===== config.mk =====
export PLATFORM = sky130hd
export DESIGN_NAME = led_allocator_flat
export DESIGN_NICKNAME = d
export VERILOG_FILES = /design/src/rtl/led_allocator_pkg.sv /design/src/rtl/led_allocator_if.sv /design/src/rtl/led_allocator_divider.sv /design/src/rtl/led_allocator.sv /design/src/flat_wrapper.sv
export SDC_FILE = /design/constraint.sdc
export NUM_CORES = 1
export LEC_CHECK = 0
export CELL_PAD_IN_SITES_DETAIL_PLACEMENT = 0
export CELL_PAD_IN_SITES_GLOBAL_PLACEMENT = 1
export CORE_UTILIZATION = 28
export CTS_BUF_LIST = sky130_fd_sc_hd__clkbuf_2
export DETAILED_ROUTE_END_ITERATION = 12
export DONT_BUFFER_PORTS = 1
export HOLD_SLACK_MARGIN = 0.03
export PLACE_DENSITY = 0.62
export SETUP_SLACK_MARGIN = 0.15
export SYNTH_ARGS = -nofsm -noshare
export SYNTH_HDL_FRONTEND = slang
export SYNTH_SLANG_ARGS = --single-unit

===== constraint.sdc =====
create_clock -name clk -period 12.35 [get_ports clk]
set_input_delay 2.47 -clock clk [delete_from_list [all_inputs] [get_ports clk]]
set_output_delay 2.47 -clock clk [all_outputs]
set_load 0.1 [all_outputs]

===== src/rtl/led_allocator_pkg.sv =====
// Shared types and width helpers for the LED allocator and the amplitude preprocessor.
package cchw_led_pkg;

   localparam int DEF_W       = 6;
   localparam int DEF_D       = 10;
   localparam int DEF_BIN_QTY = 12;
   localparam int DEF_LED_QTY = 50;

   typedef enum logic [2:0] {
      IDLE,
      LOAD,
      DIV,
      NEXT,
      REM,
      DONE
   } state_e;

   function automatic int cw_f(input int led_qty);
      return $clog2(led_qty + 1);
   endfunction

   function automatic int sum_w_f(input int w, input int d, input int bin_qty);
      return w + d + $clog2(bin_qty);
   endfunction

   function automatic int num_w_f(input int w, input int d, input int led_qty);
      return w + d + cw_f(led_qty);
   endfunction

endpackage


===== src/rtl/led_allocator_if.sv =====
// Frame bus between the amplitude preprocessor, the LED allocator and the layout stage.
interface led_allocator_if #(
   parameter int W       = cchw_led_pkg::DEF_W,
   parameter int D       = cchw_led_pkg::DEF_D,
   parameter int BIN_QTY = cchw_led_pkg::DEF_BIN_QTY,
   parameter int LED_QTY = cchw_led_pkg::DEF_LED_QTY
);
   localparam int AMP_W = W + D;
   localparam int CW    = cchw_led_pkg::cw_f(LED_QTY);
   localparam int SUM_W = cchw_led_pkg::sum_w_f(W, D, BIN_QTY);
   localparam int TOT_W = CW + $clog2(BIN_QTY);

   logic [BIN_QTY-1:0][AMP_W-1:0] noteAmplitudes_i;
   logic [SUM_W-1:0]              amplitudeSum_i;
   logic                          data_v_i;
   logic [BIN_QTY-1:0][CW-1:0]    ledCounts_o;
   logic [TOT_W-1:0]              ledTotal_o;
   logic                          data_v_o;
   logic                          busy_o;
   logic                          overrun_o;

   modport master (
      output noteAmplitudes_i, amplitudeSum_i, data_v_i,
      input  ledCounts_o, ledTotal_o, data_v_o, busy_o, overrun_o
   );

   modport slave (
      input  noteAmplitudes_i, amplitudeSum_i, data_v_i,
      output ledCounts_o, ledTotal_o, data_v_o, busy_o, overrun_o
   );

endinterface


===== src/rtl/led_allocator_divider.sv =====
// Serial restoring divider: one quotient bit per cycle, MSB first, Q_W cycles after load.
// done is high during the final step; quo is valid from the following cycle.
module serial_divider #(
   parameter int NUM_W = 22,
   parameter int DEN_W = 20,
   parameter int Q_W   = 6
) (
   input  logic             clk,
   input  logic             rst,
   input  logic             load,
   input  logic [NUM_W-1:0] num,
   input  logic [DEN_W-1:0] den,
   output logic             busy,
   output logic             done,
   output logic [Q_W-1:0]   quo
);
   localparam int SH_W  = DEN_W + Q_W - 1;
   localparam int R_W   = (SH_W > NUM_W) ? SH_W : NUM_W;
   localparam int CNT_W = $clog2(Q_W + 1);

   logic [R_W-1:0]   rem;
   logic [R_W-1:0]   den_sh;
   logic [CNT_W-1:0] cnt;

   assign busy = (cnt != '0);
   assign done = (cnt == CNT_W'(1));

   always_ff @(posedge clk) begin
      if (rst) begin
         rem    <= '0;
         den_sh <= '0;
         cnt    <= '0;
         quo    <= '0;
      end else if (load) begin
         rem    <= R_W'(num);
         den_sh <= R_W'(den) << (Q_W - 1);
         cnt    <= CNT_W'(Q_W);
         quo    <= '0;
      end else if (busy) begin
         if (rem >= den_sh) begin
            rem <= rem - den_sh;
            quo <= {quo[Q_W-2:0], 1'b1};
         end else begin
            quo <= {quo[Q_W-2:0], 1'b0};
         end
         den_sh <= den_sh >> 1;
         cnt    <= cnt - 1'b1;
      end
   end

endmodule


===== src/rtl/led_allocator.sv =====
// Splits LED_QTY LEDs across note bins proportionally to amplitude, one shared divider.
// Optional LED_ALLOC_REMAINDER_EN hands the rounding leftover to the loudest bin.
//
// state | meaning
// IDLE  | waiting for a frame; data_v_i captures amplitudes and sum
// LOAD  | build amp[idx]*LED_QTY and start the divider
// DIV   | divider stepping, CW cycles
// NEXT  | store clamped quotient for bin idx, advance or finish
// REM   | add leftover LEDs to the max-amplitude bin (macro builds only)
// DONE  | results presented with data_v_o
module led_allocator
   import cchw_led_pkg::*;
#(
   parameter int W       = DEF_W,
   parameter int D       = DEF_D,
   parameter int BIN_QTY = DEF_BIN_QTY,
   parameter int LED_QTY = DEF_LED_QTY
) (
   input logic             clk,
   input logic             rst,
   led_allocator_if.slave  bus
);
   localparam int AMP_W = W + D;
   localparam int CW    = cw_f(LED_QTY);
   localparam int SUM_W = sum_w_f(W, D, BIN_QTY);
   localparam int NUM_W = num_w_f(W, D, LED_QTY);
   localparam int IDX_W = $clog2(BIN_QTY);
   localparam int TOT_W = CW + IDX_W;
   localparam logic [CW-1:0] LED_MAX = CW'(LED_QTY);

   state_e state, state_nxt;

   logic [IDX_W-1:0]              idx;
   logic [BIN_QTY-1:0][AMP_W-1:0] amp_r;
   logic [SUM_W-1:0]              sum_r;
   logic [BIN_QTY-1:0][CW-1:0]    work, work_d;
   logic [TOT_W-1:0]              total, total_d;
   logic [NUM_W-1:0]              num;
   logic [CW-1:0]                 div_q, q_eff;
   logic                          div_load, div_busy, div_done;
   logic                          last_bin, accept;

`ifdef LED_ALLOC_REMAINDER_EN
   logic [AMP_W-1:0] max_amp;
   logic [IDX_W-1:0] max_idx;
`endif

   assign accept       = (state == IDLE) && bus.data_v_i;
   assign last_bin     = (idx == IDX_W'(BIN_QTY - 1));
   assign num          = NUM_W'(amp_r[idx]) * NUM_W'(LED_QTY);
   assign bus.busy_o   = (state != IDLE);

   serial_divider #(
      .NUM_W (NUM_W),
      .DEN_W (SUM_W),
      .Q_W   (CW)
   ) u_div (
      .clk  (clk),
      .rst  (rst),
      .load (div_load),
      .num  (num),
      .den  (sum_r),
      .busy (div_busy),
      .done (div_done),
      .quo  (div_q)
   );

   // A zero sum still runs the divider so latency is data independent; its result is ignored.
   always_comb begin
      q_eff = div_q;
      if (sum_r == '0)
         q_eff = '0;
      else if (SUM_W'(amp_r[idx]) > sum_r)
         q_eff = LED_MAX;
      else if (div_q > LED_MAX)
         q_eff = LED_MAX;
   end

   always_comb begin
      state_nxt = state;
      div_load  = 1'b0;
      case (state)
         IDLE: if (bus.data_v_i) state_nxt = LOAD;
         LOAD: begin
            div_load  = !div_busy;
            state_nxt = DIV;
         end
         DIV:  if (div_done) state_nxt = NEXT;
         NEXT: begin
            if (!last_bin)
               state_nxt = LOAD;
            else begin
`ifdef LED_ALLOC_REMAINDER_EN
               state_nxt = REM;
`else
               state_nxt = DONE;
`endif
            end
         end
         REM:  state_nxt = DONE;
         DONE: state_nxt = IDLE;
         default: state_nxt = IDLE;
      endcase
   end

   // work_d is also what the outputs load on entry to DONE, so the last bin needs no extra cycle.
   always_comb begin
      work_d  = work;
      total_d = total;
      if (state == NEXT) begin
         work_d[idx] = q_eff;
         total_d     = total + TOT_W'(q_eff);
      end
`ifdef LED_ALLOC_REMAINDER_EN
      if ((state == REM) && (sum_r != '0) && (total < TOT_W'(LED_QTY))) begin
         work_d[max_idx] = work[max_idx] + CW'(TOT_W'(LED_QTY) - total);
         total_d         = TOT_W'(LED_QTY);
      end
`endif
   end

   always_ff @(posedge clk) begin
      if (rst) begin
         state           <= IDLE;
         idx             <= '0;
         amp_r           <= '0;
         sum_r           <= '0;
         work            <= '0;
         total           <= '0;
         bus.ledCounts_o <= '0;
         bus.ledTotal_o  <= '0;
         bus.data_v_o    <= 1'b0;
         bus.overrun_o   <= 1'b0;
      end else begin
         state        <= state_nxt;
         work         <= work_d;
         total        <= total_d;
         bus.data_v_o <= (state_nxt == DONE);
         if (state_nxt == DONE) begin
            bus.ledCounts_o <= work_d;
            bus.ledTotal_o  <= total_d;
         end
         if (bus.data_v_i && (state != IDLE))
            bus.overrun_o <= 1'b1;
         if (accept) begin
            amp_r <= bus.noteAmplitudes_i;
            sum_r <= bus.amplitudeSum_i;
            idx   <= '0;
            work  <= '0;
            total <= '0;
         end else if ((state == NEXT) && !last_bin) begin
            idx <= idx + 1'b1;
         end
      end
   end

`ifdef LED_ALLOC_REMAINDER_EN
   // Strict compare keeps the lowest index on ties.
   always_ff @(posedge clk) begin
      if (rst) begin
         max_amp <= '0;
         max_idx <= '0;
      end else if (accept) begin
         max_amp <= '0;
         max_idx <= '0;
      end else if ((state == NEXT) && ((idx == '0) || (amp_r[idx] > max_amp))) begin
         max_amp <= amp_r[idx];
         max_idx <= idx;
      end
   end
`endif

endmodule


===== src/flat_wrapper.sv =====
// flat-port wrapper written by rule: the top's interface ports become plain ports
module led_allocator_flat import cchw_led_pkg::*;
#(
   parameter int W       = DEF_W,
   parameter int D       = DEF_D,
   parameter int BIN_QTY = DEF_BIN_QTY,
   parameter int LED_QTY = DEF_LED_QTY
)
  (clk, rst, bus_noteAmplitudes_i, bus_amplitudeSum_i, bus_data_v_i, bus_ledCounts_o, bus_ledTotal_o, bus_data_v_o, bus_busy_o, bus_overrun_o);
  led_allocator_if #(.W(W), .D(D), .BIN_QTY(BIN_QTY), .LED_QTY(LED_QTY)) bus_i ();
  input logic clk;
  input logic rst;
  input wire logic [$bits(bus_i.noteAmplitudes_i)-1:0] bus_noteAmplitudes_i;
  input wire logic [$bits(bus_i.amplitudeSum_i)-1:0] bus_amplitudeSum_i;
  input wire logic [$bits(bus_i.data_v_i)-1:0] bus_data_v_i;
  output wire logic [$bits(bus_i.ledCounts_o)-1:0] bus_ledCounts_o;
  output wire logic [$bits(bus_i.ledTotal_o)-1:0] bus_ledTotal_o;
  output wire logic [$bits(bus_i.data_v_o)-1:0] bus_data_v_o;
  output wire logic [$bits(bus_i.busy_o)-1:0] bus_busy_o;
  output wire logic [$bits(bus_i.overrun_o)-1:0] bus_overrun_o;
  assign bus_i.noteAmplitudes_i = bus_noteAmplitudes_i;
  assign bus_i.amplitudeSum_i = bus_amplitudeSum_i;
  assign bus_i.data_v_i = bus_data_v_i;
  assign bus_ledCounts_o = bus_i.ledCounts_o;
  assign bus_ledTotal_o = bus_i.ledTotal_o;
  assign bus_data_v_o = bus_i.data_v_o;
  assign bus_busy_o = bus_i.busy_o;
  assign bus_overrun_o = bus_i.overrun_o;
  led_allocator #(.W(W), .D(D), .BIN_QTY(BIN_QTY), .LED_QTY(LED_QTY)) u_core (.clk(clk), .rst(rst), .bus(bus_i));
endmodule

==> impl_results.md <==
- Lkg Pwr: about 9.0 nW
- WL met3: about 3800 um
- Initial antenna violation count: 4
- Critical path peak fanout: 43
- Wire length per cell: 19.2 um
- Initial drt markers: approximately 1000
- DP Wirelength: roughly 48000 um
- Final Core Density: a little under a third
- Critical Path RT: 13.45 ns
- CTS tree: done
- Gr ovfl total: 0
- Unique masters post-synth: 67
- Final hold vios: 0
- Final setup vio count: 0
- GRT Resource Usage Total: between 10% and 20%
- Synthesized net count: around 2800
- Mapped cell area: between 0.02 and 0.025 mm^2
- Via count: 17011
- Achievable clock frequency: between 150 and 200 MHz
- Setup Buffers After CTS: 0
- Largest net degree at the start of global routing: around 350
- Post-route DRC: 0
- Mapped Cells: around 2400
- Slowest cell on crit path: nor3_2
- Via density: a little under 5
- CP Capture Type: flip-flop
- IO buf count: 0
- Initial core utilization: between 20% and 30%
- Critical Path Source Type: flip-flop
- Met2 WL post-DR: about 32000 um
- Worst-Skew Late Latency: ~1.2 ns
- Post-synth top flop: dfxtp_1
- Outcome: completed
- Cts bufs inserted: ~120
- Setup crit start: u_core.idx[0]
- Vias in the first global route: roughly 17000
- Setup CP Type: reg2reg
- Clock Tree Buf Depth: 3
- Worst vdd ir: slightly below 90 uV
- Min Clock Period, post-route: 6.48 ns
- Seq/Total Area, Yosys: between 40% and 50%
- Worst slew margin: between 10% and 20%
- Actual slew at the worst max-slew pin: about 1.3 ns
- Post-DRT Antenna Nets: 0
- Share of cells above drive strength 1: a little under an eighth
- Synth area leader: dfxtp_1
- H-Tree Depth: 3
- # IOs: 300
- Delay of the slowest critical-path stage: between 0.8 and 0.9 ns
- Die area: around 0.075 mm^2
- Crit-path cells: buf_4, mux4_2, mux2i_1, o22a_1, inv_1, ha_1, and4_1, nand2_1, nor3_1, a21boi_2, nor3_2, ha_1, inv_1, fa_1, nor2b_1, o21ai_0, nand2b_1, a21o_1, a21oi_1, nor2_1, nand3_1, xor2_1, a211oi_1
- Core footprint: 0.0730 mm^2
- Hold Buf Count CTS: 0
- Highest routed layer: met4
- Post-synth EDFFs: 0
- Yosys reg bits: approximately 440
- Fin nets: around 2700
- Yosys top cell area share: 43.0%
- Skew final: 0.0917 ns
- Power Dens Cells: around 180 mW/mm^2
- RSZ-0062 raised after global routing: false
- First-pass GRT wire length: 98700 um
- Chip width: between 200 and 300 um
- Setup total negative slack: 0 ns
- Reg2reg start: u_core.idx[0]
- Detailed Routing Iterations Pass 1: 5
- CTS clock-pin slew for the worst setup and hold paths: roughly 0.11 ns
- Yosys warnings: 0
- Die height: about 270 um
- Largest cells by area after synthesis: dfxtp_1 (43%), nand2_1 (9.1%), a21oi_1 (7.6%)
- Routed WL: ~66000 um
- Final number of max-transition violations: 0
- Root Driver: clkbuf_2
- FFs w/ async S/R, synth: 0%
- Post-CTS Resized: 0
- Area grow syn2layout: 8.77%
- Met1 WL: a little under 30000 um
- # clock sinks: 444
- Row count: between 90 and 100
- Crit share post-route: a little over half
- Worst hold start: u_core.amp_r[177]
- Data arrival time of the critical path: between 7 and 8 ns
- Placer Congestion: around 0.86
- Max Cap Violations: 0
- Synth Area per Inst: 8.54 um^2
- Min-delay worst type: reg2reg
==> logic make-up (layout without fill, tap and decap cells) <==
logic type      Yosys count  in the layout  synth area share [%]
compound gates          565            565                  16.8
xor+xnor                 43             43                  1.82
fa+ha+maj               119            119                  7.67
buf+inv                 282            348                  5.37
flops                   444            444                  43.0
mux                     142            142                  9.23
other cells               0              5                     0
simple gates            827            827                  16.1
==> critical path, delay by kind of cell, from the launching register on <==
| kind | cells | cell delay [ns] |
|---|---|---|
| AOI/OAI and AO/OA | 6 | 1.01 |
| xor gates and xnor gates | 1 | 0.16 |
| adders and majority gates | 3 | 1.02 |
| buffers and inverters | 3 | 0.82 |
| DFF | 1 | 0.51 |
| muxes | 2 | 0.88 |
| and+or+nand+nor | 8 | 1.99 |
==> cells in the mapped netlist, types with 5 or more instances <==
master	instances
nand2_1	500
dfxtp_1	444
a21oi_1	314
nor2_1	220
clkbuf_1	138
a211oi_1	118
inv_1	117
ha_1	106
mux2i_1	94
mux4_2	38
nand3_1	36
xnor2_1	31
o21ai_0	28
nor3_1	21
a21o_1	20
a22oi_1	14
fa_1	13
buf_2	12
xor2_1	12
a31oi_1	10
mux2_2	10
o21a_1	10
o22a_1	10
buf_1	9
nand4_1	9
nor2b_1	8
a22oi_2	7
o2bb2ai_1	6
nand2b_1	5
==> metal layers <==
metal,vias to the layer above,global-route usage (%)
li1,8308,-
met1,8155,22.1
met2,469,28.6
met3,79,3.82
met4,0,5.29
met5,-,0
==> layout by cell type, fill, tap and decap left out, types with 15 or more instances in the layout <==
cell	instances
nand2_1	499
dfxtp_1	442
a21oi_1	314
nor2_1	220
clkbuf_2	186
a211oi_1	118
inv_1	117
ha_1	106
mux2i_1	94
mux4_2	38
nand3_1	36
xnor2_1	31
o21ai_0	28
a21o_1	20
clkinv_1	20
nor3_1	18
buf_4	15
==> state kept, by name, summed over array words and instances (netlist names), 3 cells and up <==
signal,flops
u_core.amp_r,192
u_core.bus.ledCounts_o,72
u_core.bus.ledTotal_o,10
u_core.idx,4
u_core.state,3
u_core.sum_r,20
u_core.total,10
u_core.u_div.cnt,3
u_core.u_div.den_sh,25
u_core.u_div.quo,6
u_core.u_div.rem,25
u_core.work,72
==> worst paths after layout <==
check | endpoint | slack (ns) | depth (start not counted)
max | u_core.bus.ledTotal_o[8] | 5.87 | 23
min | u_core.amp_r[177] | 0.46 | 2
max reg2reg | u_core.bus.ledTotal_o[8] | 5.87 | 23
min reg2reg | u_core.amp_r[177] | 0.46 | 2
==> layout make-up <==
class | count | area, um^2
Fill cell | 7695 | 50500
Clock inverter | 30 | 186
Timing Repair Buffer | 15 | 113
Antenna cell | 5 | 12.5
Tap cell | 959 | 1200
Multi-Input combinational cell | 1696 | 10700
Clock buffer | 186 | 931
Sequential cell | 444 | 8900
Inverter | 117 | 439
==> stage by stage <==
stage / worst slack, ns / total power [mW] / hold slack, ns / cell area, um^2 / cells
2_1_floorplan: 6.92 / 2.66 / 0.433 / 20700 / 2422
3_3_place_gp: 5.93 / 2.94 / 0.441 / 21400 / 3231
3_5_place_dp: 5.78 / 2.96 / 0.444 / 21400 / 3231
4_1_cts: 5.83 / 4.05 / 0.459 / 22500 / 3447
5_1_grt: 5.38 / 4.29 / 0.476 / 22500 / 3451
6_report: 5.87 / 4.00 / 0.458 / 22500 / 3452
==> where the power goes <==
group	internal, mW	switching [mW]	total (mW)
Sequential	1.55	0.0828	1.63
Combinational	0.479	0.824	1.30
Clock	0.429	0.641	1.07
Total	2.46	1.55	4.00
No activity file was read; power rests on OpenSTA's default activity.
